**src/rtl/edge_rate_meter_pkg.sv**
```systemverilog
`default_nettype none
// +----------------------------------------------------------------------------+
// | edge_rate_meter_pkg: FSM encoding and saturating increment helper.         |
// | Revision: 1.0                                                              |
// +----------------------------------------------------------------------------+
package edge_rate_meter_pkg;

  typedef enum logic [1:0] {
    ST_IDLE   = 2'd0,
    ST_SETTLE = 2'd1,
    ST_GATE   = 2'd2
  } state_t;

  // Counters up to 32 bits wide share this; callers cast to their own width.
  function automatic logic [31:0] sat_inc(input logic [31:0] i_val, input logic [31:0] i_max);
    return (i_val >= i_max) ? i_max : (i_val + 32'd1);
  endfunction

endpackage
`default_nettype wire

```
**src/rtl/edge_rate_meter_sync_edge_det.sv**
```systemverilog
`default_nettype none
// +----------------------------------------------------------------------------+
// | sync_edge_det: multi-flop synchroniser with a one-cycle rising-edge pulse. |
// | Revision: 1.0                                                              |
// +----------------------------------------------------------------------------+
module sync_edge_det #(
  parameter int SYNC_STAGES = 2
) (
  input  logic clk,
  input  logic rst,
  input  logic i_sig,
  output logic o_edge
);

  logic [SYNC_STAGES-1:0] r_sync;
  logic                   r_prev;

  always_ff @(posedge clk or posedge rst) begin
    if (rst) begin
      r_sync <= '0;
      r_prev <= 1'b0;
    end else begin
      r_sync <= {r_sync[SYNC_STAGES-2:0], i_sig};
      r_prev <= r_sync[SYNC_STAGES-1];
    end
  end

  assign o_edge = r_sync[SYNC_STAGES-1] & ~r_prev;

endmodule
`default_nettype wire

```
**src/rtl/edge_rate_meter.sv**
```systemverilog
`default_nettype none
// +----------------------------------------------------------------------------+
// | edge_rate_meter: counts rising edges of an async pin per 2**LOG2GATE clks. |
// | Revision: 1.0                                                              |
// +----------------------------------------------------------------------------+
module edge_rate_meter
  import edge_rate_meter_pkg::*;
#(
  parameter int LOG2GATE    = 22,
  parameter int CNT_BITS    = 16,
  parameter int SYNC_STAGES = 2
) (
  input  logic                clk,
  input  logic                rst,
  input  logic                lock,
  input  logic                sig_in,
  output logic [CNT_BITS-1:0] edge_count,
  output logic                count_ovf,
  output logic                count_vld,
  output logic                busy
);

  localparam int                    c_SET_W   = $clog2(SYNC_STAGES + 1) + 1;
  localparam logic [c_SET_W-1:0]    c_SET_END = c_SET_W'(SYNC_STAGES);
  localparam logic [CNT_BITS-1:0]   c_ACC_MAX = '1;
  localparam logic [LOG2GATE-1:0]   c_TMR_END = '1;

  state_t                r_state;
  state_t                w_state_nxt;
  logic [c_SET_W-1:0]    r_settle;
  logic [LOG2GATE-1:0]   r_timer;
  logic [CNT_BITS-1:0]   r_acc;
  logic                  r_ovf_acc;
  logic [CNT_BITS-1:0]   r_edge_count;
  logic                  r_count_ovf;
  logic                  r_count_vld;
  logic                  w_edge;
  logic                  w_win_end;
  logic                  w_acc_full;
  logic [CNT_BITS-1:0]   w_acc_inc;
  logic                  w_busy;

  sync_edge_det #(
    .SYNC_STAGES (SYNC_STAGES)
  ) u_sync_edge_det (
    .clk    (clk),
    .rst    (rst),
    .i_sig  (sig_in),
    .o_edge (w_edge)
  );

  assign w_acc_full = (r_acc == c_ACC_MAX);
  assign w_acc_inc  = CNT_BITS'(sat_inc(32'(r_acc), 32'(c_ACC_MAX)));
  // A lock drop on the final cycle discards the window like any other cycle.
  assign w_win_end  = (r_state == ST_GATE) && lock && (r_timer == c_TMR_END);

  always_ff @(posedge clk or posedge rst) begin
    if (rst) begin
      r_state <= ST_IDLE;
    end else begin
      r_state <= w_state_nxt;
    end
  end

  always_comb begin
    w_state_nxt = r_state;
    case (r_state)
      ST_IDLE:   if (lock) w_state_nxt = ST_SETTLE;
      ST_SETTLE: begin
        if (!lock) begin
          w_state_nxt = ST_IDLE;
        end else if (r_settle == c_SET_END) begin
          w_state_nxt = ST_GATE;
        end
      end
      ST_GATE:   if (!lock) w_state_nxt = ST_IDLE;
      default:   w_state_nxt = ST_IDLE;
    endcase
  end

  always_comb begin
    w_busy = (r_state == ST_GATE);
  end

  always_ff @(posedge clk or posedge rst) begin
    if (rst) begin
      r_settle     <= '0;
      r_timer      <= '0;
      r_acc        <= '0;
      r_ovf_acc    <= 1'b0;
      r_edge_count <= '0;
      r_count_ovf  <= 1'b0;
      r_count_vld  <= 1'b0;
    end else begin
      r_count_vld <= w_win_end;
      case (r_state)
        ST_IDLE: begin
          r_settle <= '0;
        end
        ST_SETTLE: begin
          // Edges here are ignored while the synchroniser history settles.
          r_settle  <= r_settle + c_SET_W'(1);
          r_timer   <= '0;
          r_acc     <= '0;
          r_ovf_acc <= 1'b0;
        end
        ST_GATE: begin
          r_timer <= r_timer + LOG2GATE'(1);
          if (w_win_end) begin
            r_edge_count <= w_edge ? w_acc_inc : r_acc;
            r_count_ovf  <= r_ovf_acc | (w_acc_full & w_edge);
            r_acc        <= '0;
            r_ovf_acc    <= 1'b0;
          end else if (w_edge) begin
            r_acc <= w_acc_inc;
            if (w_acc_full) r_ovf_acc <= 1'b1;
          end
        end
        default: begin
          r_settle <= '0;
        end
      endcase
    end
  end

  assign edge_count = r_edge_count;
  assign count_ovf  = r_count_ovf;
  assign count_vld  = r_count_vld;
  assign busy       = w_busy;

endmodule
`default_nettype wire
```
**config.mk**
```make
export PLATFORM = sky130hd
export DESIGN_NAME = edge_rate_meter
export DESIGN_NICKNAME = d
export VERILOG_FILES = /design/src/rtl/edge_rate_meter_pkg.sv /design/src/rtl/edge_rate_meter_sync_edge_det.sv /design/src/rtl/edge_rate_meter.sv
export SDC_FILE = /design/constraint.sdc
export NUM_CORES = 1
export LEC_CHECK = 0
export CAP_MARGIN = 40
export CORE_UTILIZATION = 60
export DETAILED_ROUTE_END_ITERATION = 8
export DONT_BUFFER_PORTS = 1
export PLACE_DENSITY_LB_ADDON = 0.3
export SETUP_SLACK_MARGIN = 0.3
export SLEW_MARGIN = 20
export SYNTH_ARGS = -nofsm -noshare
export SYNTH_HDL_FRONTEND = slang
export SYNTH_HIERARCHICAL = 1
export SYNTH_SLANG_ARGS = --single-unit
```
**constraint.sdc**
```tcl
create_clock -name clk -period 2.2 [get_ports clk]
set_input_delay 0.22 -clock clk [delete_from_list [all_inputs] [get_ports clk]]
set_output_delay 0.22 -clock clk [all_outputs]
set_load 0.005 [all_outputs]
```
Yosys cells after proc, flatten, opt, wreduce, memory -nomap -nowiden
Index checks and enable logic that the tools add are counted.
{"block": "op_classes", "add_sub_neg": 3, "n_lt_le_gt_ge": 1, "eq_ne": 10, "muxes": 15, "n_bitwise": 4, "n_reduce_logical": 7}
{"operator": "$mux 16", "n": 3}
{"operator": "$pmux 22 s2", "n": 1}
{"operator": "$pmux 16 s2", "n": 1}
{"operator": "$add 22x1->22 const B", "n": 1}
{"operator": "$eq 22x22->1 const B", "n": 1}
{"operator": "$add 16x1->16 const B", "n": 1}
{"operator": "$eq 16x16->1 const B", "n": 1}
{"operator": "$ge 16x16->1 const B", "n": 1}
{"operator": "$mux 2", "n": 4}
{"operator": "$ne 3x1->1 const B", "n": 2}
{"operator": "$pmux 2 s3", "n": 1}
{"operator": "$pmux 3 s2", "n": 1}
{"operator": "$reduce_and 3->1", "n": 2}
{"operator": "$ne 2x2->1 const B", "n": 2}
{"operator": "$add 3x1->3 const B", "n": 1}
{"operator": "$eq 3x2->1 const B", "n": 1}
{"operator": "$mux 1", "n": 3}
{"operator": "$ne 3x3->1 const B", "n": 1}
{"operator": "$and 1x1->1", "n": 2}
{"operator": "$eq 2x1->1 const B", "n": 1}
{"operator": "$eq 2x2->1 const B", "n": 1}
{"operator": "$logic_and 1x1->1", "n": 2}
{"operator": "$logic_not 2->1", "n": 1}
{"operator": "$pmux 1 s2", "n": 1}
{"operator": "4 further kinds", "n": 4}
{"block": "word_totals", "reg_bits": 65, "inputBits": 4}

Longest topological paths before layout
{"block": "logic_depth", "depth_word": 5, "mapped_depth": 9, "mapped_depth_nobuf": 8}

Cells and area by module
Netlist, hierarchy kept.
{"module": "edge_rate_meter", "instances": 1, "cells_per_inst": 352, "area_per_inst_um2": 3173.0}
{"module": "sync_edge_det", "instances": 1, "cells_per_inst": 5, "area_per_inst_um2": 92.6}

Worst setup path before layout
Ideal clock, no wire load.
{"block": "synth_path", "kind": "register to register", "start": "register r_state[0]", "end": "register r_timer[20]", "setup_ps": 132, "arrival_ps": 1866, "required_time_ps": 2068, "path_slack_ps": 202, "stages_incl_launch_ff": 9, "n_path_buf": 1, "synth_period_minus_slack_ps": 1998, "path_cell_list": "dfrtp_1 > inv_1 > ha_1 > clkbuf_1 > nand4_1 > nor4_1 > nand4_1 > xor2_1 > nor2_1"}
{"block": "synth_between", "elab_chain_len": 2, "elab_cells_between_ends": 4, "cone_classes": "2 x eq/ne; 1 x mux; 1 x reduce/logical"}
{"element": "start: declaration", "line_no": "edge_rate_meter.sv:28", "text": "state_t r_state;"}
{"element": "start signal: assignment", "line_no": "edge_rate_meter.sv:61", "text": "r_state <= w_state_nxt;"}
{"element": "$eq 2x2->1 or $eq 2x1->1 (tied branches)", "line_no": "edge_rate_meter.sv:96", "text": "case (r_state)"}
{"element": "$pmux 22 s2 or $reduce_bool 2->1 (tied branches)"}
{"element": "end signal: assignment", "line_no": "edge_rate_meter.sv:108", "text": "r_timer <= r_timer + LOG2GATE'(1);"}
{"element": "end: declaration", "line_no": "edge_rate_meter.sv:31", "text": "logic [LOG2GATE-1:0] r_timer;"}
Several ways; a longest one is shown, not always the timed one.
A chain may end at the register's enable or synchronous reset.

Final worst setup path
{"block": "layout_path", "start": "register r_acc[10]", "end": "register r_acc[4]"}
{"block": "layout_between", "elab_chain_len": 5}
{"element": "start: declaration", "line_no": "edge_rate_meter.sv:32", "text": "logic [CNT_BITS-1:0] r_acc;"}
{"element": "start signal: assignment", "line_no": "edge_rate_meter.sv:115", "text": "r_acc <= w_acc_inc;"}
{"element": "$ge 16x16->1", "line_no": "edge_rate_meter_pkg.sv:16", "text": "return (i_val >= i_max) ? i_max : (i_val + 32'd1);"}
{"element": "$mux 16", "line_no": "edge_rate_meter_pkg.sv:16"}
{"element": "$mux 16", "line_no": "edge_rate_meter.sv:114", "text": "end else if (w_edge) begin"}
{"element": "$mux 16", "line_no": "edge_rate_meter.sv:109", "text": "if (w_win_end) begin"}
{"element": "$pmux 16 s2", "line_no": "edge_rate_meter.sv:96"}
Every way passes these cells.

==> impl_results.html <==
<table>
<tr><th>Metric</th><th>Value</th></tr>
<tr><th colspan="2">Run status</th></tr>
<tr><td>Result of the run</td><td>finished clean</td></tr>
<tr><th colspan="2">Timing</th></tr>
<tr><td>Setup repair after global routing missed its margin</td><td>yes</td></tr>
<tr><td>Max_slew headroom</td><td>about three fifths</td></tr>
<tr><td>Tmin final</td><td>around 1.9 ns</td></tr>
<tr><td>Final slew viol count</td><td>0</td></tr>
<tr><td>Worst clock skew</td><td>0.00674 ns</td></tr>
<tr><td>Fmax</td><td>537 MHz</td></tr>
<tr><td>Setup ws final</td><td>0.337 ns</td></tr>
<tr><td>Setup Viol. Count Final</td><td>0</td></tr>
<tr><td>Final Hold Fails</td><td>0</td></tr>
<tr><td>Final sum of negative setup slack</td><td>0 ns</td></tr>
<tr><td>Portion of the clock cycle consumed by the worst path in the final layout</td><td>between 80 and 90%</td></tr>
<tr><td>Final worst hold slack</td><td>slightly above 0.06 ns</td></tr>
<tr><td>Actual transition at the worst max-transition pin</td><td>between 0.6 and 0.7 ns</td></tr>
<tr><th colspan="2">GRT</th></tr>
<tr><td>Number of global-route vias before repair</td><td>roughly 2400</td></tr>
<tr><td>Largest net degree at the start of global routing</td><td>45</td></tr>
<tr><td>Global router's overall resource usage</td><td>a little over a quarter</td></tr>
<tr><td>Wire length of the first global-routing pass</td><td>~11000 µm</td></tr>
<tr><td>Initial antenna violation count</td><td>0</td></tr>
<tr><td>Overall overflow remaining after global route</td><td>0</td></tr>
<tr><th colspan="2">Drt</th></tr>
<tr><td>Average routed wire per standard cell</td><td>roughly 15 µm</td></tr>
<tr><td>Number of remaining DRC errors</td><td>0</td></tr>
<tr><td>Number of detailed-route iterations in the first pass</td><td>4</td></tr>
<tr><td>Residual antenna-violating net count after detailed routing</td><td>0</td></tr>
<tr><td>Vias</td><td>around 2700</td></tr>
<tr><td>Routed wl met2</td><td>3270 µm</td></tr>
<tr><td>Routed wire length</td><td>7070 µm</td></tr>
<tr><td>Wire length on met1</td><td>between 3000 and 4000 µm</td></tr>
<tr><td>Vias per Instance</td><td>5.87</td></tr>
<tr><td>Top routing layer in use</td><td>met4</td></tr>
<tr><td>Routed wire length on met3</td><td>just under 400 µm</td></tr>
<tr><td>Iteration-0 DRC count of the detailed router</td><td>~170</td></tr>
<tr><th colspan="2">Critical path</th></tr>
<tr><td>Data required time of the worst path</td><td>roughly 2.5 ns</td></tr>
<tr><td>Worst-path maximum fanout</td><td>5</td></tr>
<tr><td>Arrival time of data at the critical path endpoint</td><td>between 2 and 2.5 ns</td></tr>
<tr><td>Type of the worst setup path</td><td>reg2reg</td></tr>
<tr><td>Reg2Reg Depth</td><td>5</td></tr>
<tr><td>Nature of the critical path endpoint</td><td>register</td></tr>
<tr><td>R2r startpoint</td><td>r_acc[10]$_DFFE_PP0P_</td></tr>
<tr><td>Category of the worst setup path launch point</td><td>register</td></tr>
<tr><td>Capture point of the worst reg-to-reg path</td><td>r_acc[4]$_DFFE_PP0P_</td></tr>
<tr><td>Register-to-register path setup slack</td><td>0.34 ns</td></tr>
<tr><th colspan="2">Synth</th></tr>
<tr><td>Post-synthesis cell area</td><td>about 0.0033 mm²</td></tr>
<tr><td>Post-synthesis instance total</td><td>~360</td></tr>
<tr><td>Sequential cell area fraction in the yosys report</td><td>between 40 and 50%</td></tr>
<tr><td>Mapped Nets</td><td>368</td></tr>
<tr><td>Synth warn</td><td>6</td></tr>
<tr><td>Post-synthesis average cell area</td><td>between 9 and 10 µm²</td></tr>
<tr><td>Count of different cell masters after synthesis</td><td>40</td></tr>
<tr><td>Register bit count reported by yosys</td><td>65</td></tr>
<tr><th colspan="2">Die</th></tr>
<tr><td>Effective utilization at floorplan</td><td>a little over three fifths</td></tr>
<tr><td>Row count</td><td>26</td></tr>
<tr><td>I/O pin total</td><td>23</td></tr>
<tr><td>DIE AREA</td><td>~0.0057 mm²</td></tr>
<tr><td>Die W</td><td>around 76 µm</td></tr>
<tr><td>Area of the placeable core</td><td>about 0.0052 mm²</td></tr>
<tr><td>Y dimension of the die</td><td>around 76 µm</td></tr>
<tr><th colspan="2">Min path</th></tr>
<tr><td>Hold Path Class</td><td>in2reg</td></tr>
<tr><td>Destination of the worst hold path</td><td>r_state[1]$_DFFE_PP0P_</td></tr>
<tr><td>Hold_sp</td><td>lock</td></tr>
<tr><td>WHS Path Cells</td><td>1</td></tr>
<tr><th colspan="2">Place</th></tr>
<tr><td>Routability cong.</td><td>0.885</td></tr>
<tr><td>DPL Wire Length</td><td>about 4500 µm</td></tr>
<tr><td>Port Buffers</td><td>0</td></tr>
<tr><td>Worst setup timing slack at the placement stage</td><td>approximately 0.18 ns</td></tr>
<tr><th colspan="2">CTS</th></tr>
<tr><td>Clock tree from TritonCTS</td><td>done</td></tr>
<tr><td>Source-to-sink clock delay at the later pin of the worst-skew pair</td><td>0.34 ns</td></tr>
<tr><td>Buffer levels on the longest clock path</td><td>2</td></tr>
<tr><td>CTS buffer count</td><td>9</td></tr>
<tr><td>Number of H-tree levels</td><td>3</td></tr>
<tr><td>Clock Tree Root</td><td>clkbuf_8</td></tr>
<tr><td>Clk slew on worst S/H paths</td><td>0.07 ns</td></tr>
<tr><td>Clock Sinks</td><td>between 60 and 70</td></tr>
<tr><th colspan="2">Finish</th></tr>
<tr><td>Fillers</td><td>between 300 and 400</td></tr>
<tr><td>Layout cell share with drive strength beyond 1</td><td>around 18%</td></tr>
<tr><td># nets final</td><td>about 390</td></tr>
<tr><td>Commonest non-fill, non-tap cell in the layout</td><td>dfrtp_1</td></tr>
<tr><td>Count of inserted antenna diode cells</td><td>0</td></tr>
<tr><td>Area growth from synthesis to layout</td><td>16.6%</td></tr>
<tr><td>Most frequent cells in the layout</td><td>dfrtp_1 (61), nor2_1 (41), a21oi_1 (34), nand2_1 (30), buf_4 (29)</td></tr>
<tr><td>Final design utilization</td><td>between 70% and 80%</td></tr>
<tr><th colspan="2">Flow run</th></tr>
<tr><td>Max capacitance violation total</td><td>0</td></tr>
<tr><th colspan="2">Pwr</th></tr>
<tr><td>Worst supply voltage drop on vdd</td><td>between 0.6 and 0.7 mV</td></tr>
<tr><td>Leakage</td><td>between 1.5 and 2 nW</td></tr>
<tr><td>Power per cell area</td><td>769 mW/mm²</td></tr>
</table>
==> how the worst max path moves through the flow <==
stage | start | to | slack (ns) | cells past startpoint
floorplan | r_state[0]$_DFFE_PP0P_ | r_acc[0]$_DFFE_PP0P_ | 0.34 | 8
global placement | u_sync_edge_det/r_prev$_DFF_PP0_ | edge_count[14]$_DFFE_PP0P_ | 0.28 | 7
detailed placement | r_state[0]$_DFFE_PP0P_ | edge_count[4]$_DFFE_PP0P_ | 0.18 | 7
CTS | r_acc[9]$_DFFE_PP0P_ | r_acc[4]$_DFFE_PP0P_ | 0.31 | 5
global route | u_sync_edge_det/r_sync[1]$_DFF_PP0_ | r_acc[13]$_DFFE_PP0P_ | 0.20 | 6
finish | r_acc[10]$_DFFE_PP0P_ | r_acc[4]$_DFFE_PP0P_ | 0.34 | 5
==> final cells by class <==
class	count	area, µm²	area share, %
well taps	70	87.6	2.30
repair buffers	32	258	6.77
clock buffers	13	159	4.17
flip-flops and latches	65	1630	42.9
clock inverters	3	15.0	0.394
multi-input cells	254	1580	41.4
inverters	21	78.8	2.07
==> synth_stat cells <==
cell type   n  area share, %
nor3_1      7            1.1
o211ai_1    1           0.23
buf_2       7            1.1
nor2b_4     1           0.42
mux2i_1     1           0.31
o22ai_1     3           0.57
and3_2      1           0.23
a21boi_0    3           0.69
a311o_1     1           0.31
dfrtp_1    65             50
nor2b_1     2           0.38
nand4b_1    1           0.27
a21oi_1    34            5.2
and3_1      1           0.19
a22oi_1     2           0.46
clkbuf_1    9            1.0
o21ai_0    23            3.5
nand4_2     2           0.77
a2bb2oi_1   3           0.80
and2_1      1           0.19
a21o_1      2           0.46
xnor2_1    11            3.0
a22o_1      1           0.27
nor3b_1     1           0.23
or3_4       2           0.69
and4_1      1           0.27
a31oi_1     3           0.57
ha_1        7            2.7
nand2_1    30            3.4
nand3_1    23            3.5
a32o_1      2           0.61
or2_2       1           0.19
o31ai_1     6            1.4
buf_1       1           0.11
inv_1      21            2.4
nand4_1    11            2.1
a211oi_1    1           0.23
nor2_1     43            4.9
xor2_1     15            4.0
nor4_1      7            1.3
==> cells by family (layout without fill, tap and decap cells) <==
group | count (synthesis) | in the layout | share of synthesized area, %
AO/OA/AOI/OAI | 85 | 85 | 15.3
buffers and inverters | 38 | 69 | 4.64
AND/OR/NAND/NOR | 135 | 135 | 20.3
XOR/XNOR | 26 | 26 | 6.97
adder cells (fa/ha/maj) | 7 | 7 | 2.68
flip-flops | 65 | 65 | 49.8
multiplexers | 1 | 1 | 0.307
==> per-layer routing <==
metal  global-route usage, %  vias up
met4                    11.3        0
met5                       0        -
met1                    38.8     1295
li1                        -     1300
met2                    37.7       83
met3                    5.95       11
==> power by group <==
group | internal (mW) | switching, mW | total [mW]
clock network | 0.466 | 0.442 | 0.908
logic | 0.247 | 0.486 | 0.733
registers | 1.24 | 0.0431 | 1.29
total | 1.96 | 0.972 | 2.93
==> stage by stage <==
step,instance area (µm²),power (mW),cells
2_1_floorplan,3280,1.81,357
3_3_place_gp,3450,1.95,429
3_5_place_dp,3450,1.98,429
4_1_cts,3700,2.89,452
5_1_grt,3810,3.09,458
6_report,3810,2.93,458
==> critical path, stage by stage (launching register included) <==
cell	delay, ns
dfrtp_2	0.42
nand4_2	0.12
or3_4	0.43
or3_4	0.37
a311o_1	0.32
a21oi_1	0.14
==> registers in the layout, indices dropped and copies added, names as in the netlist, 2 cells and up <==
| register | cells |
|---|---|
| r_settle | 3 |
| u_sync_edge_det/r_sync | 2 |
| edge_count | 16 |
| r_acc | 16 |
| r_timer | 22 |
| r_state | 2 |
==> repair_timing <==
action / CTS / global route
resized for setup: 4 / 16
endpoints found under the hold margin: 31 / 0
hold buffers: 2 / 0
setup buffers: 5 / 6
pin swaps: 0 / 6
endpoints found under the setup margin: 19 / 36
Power figures use the tool's default switching activity.
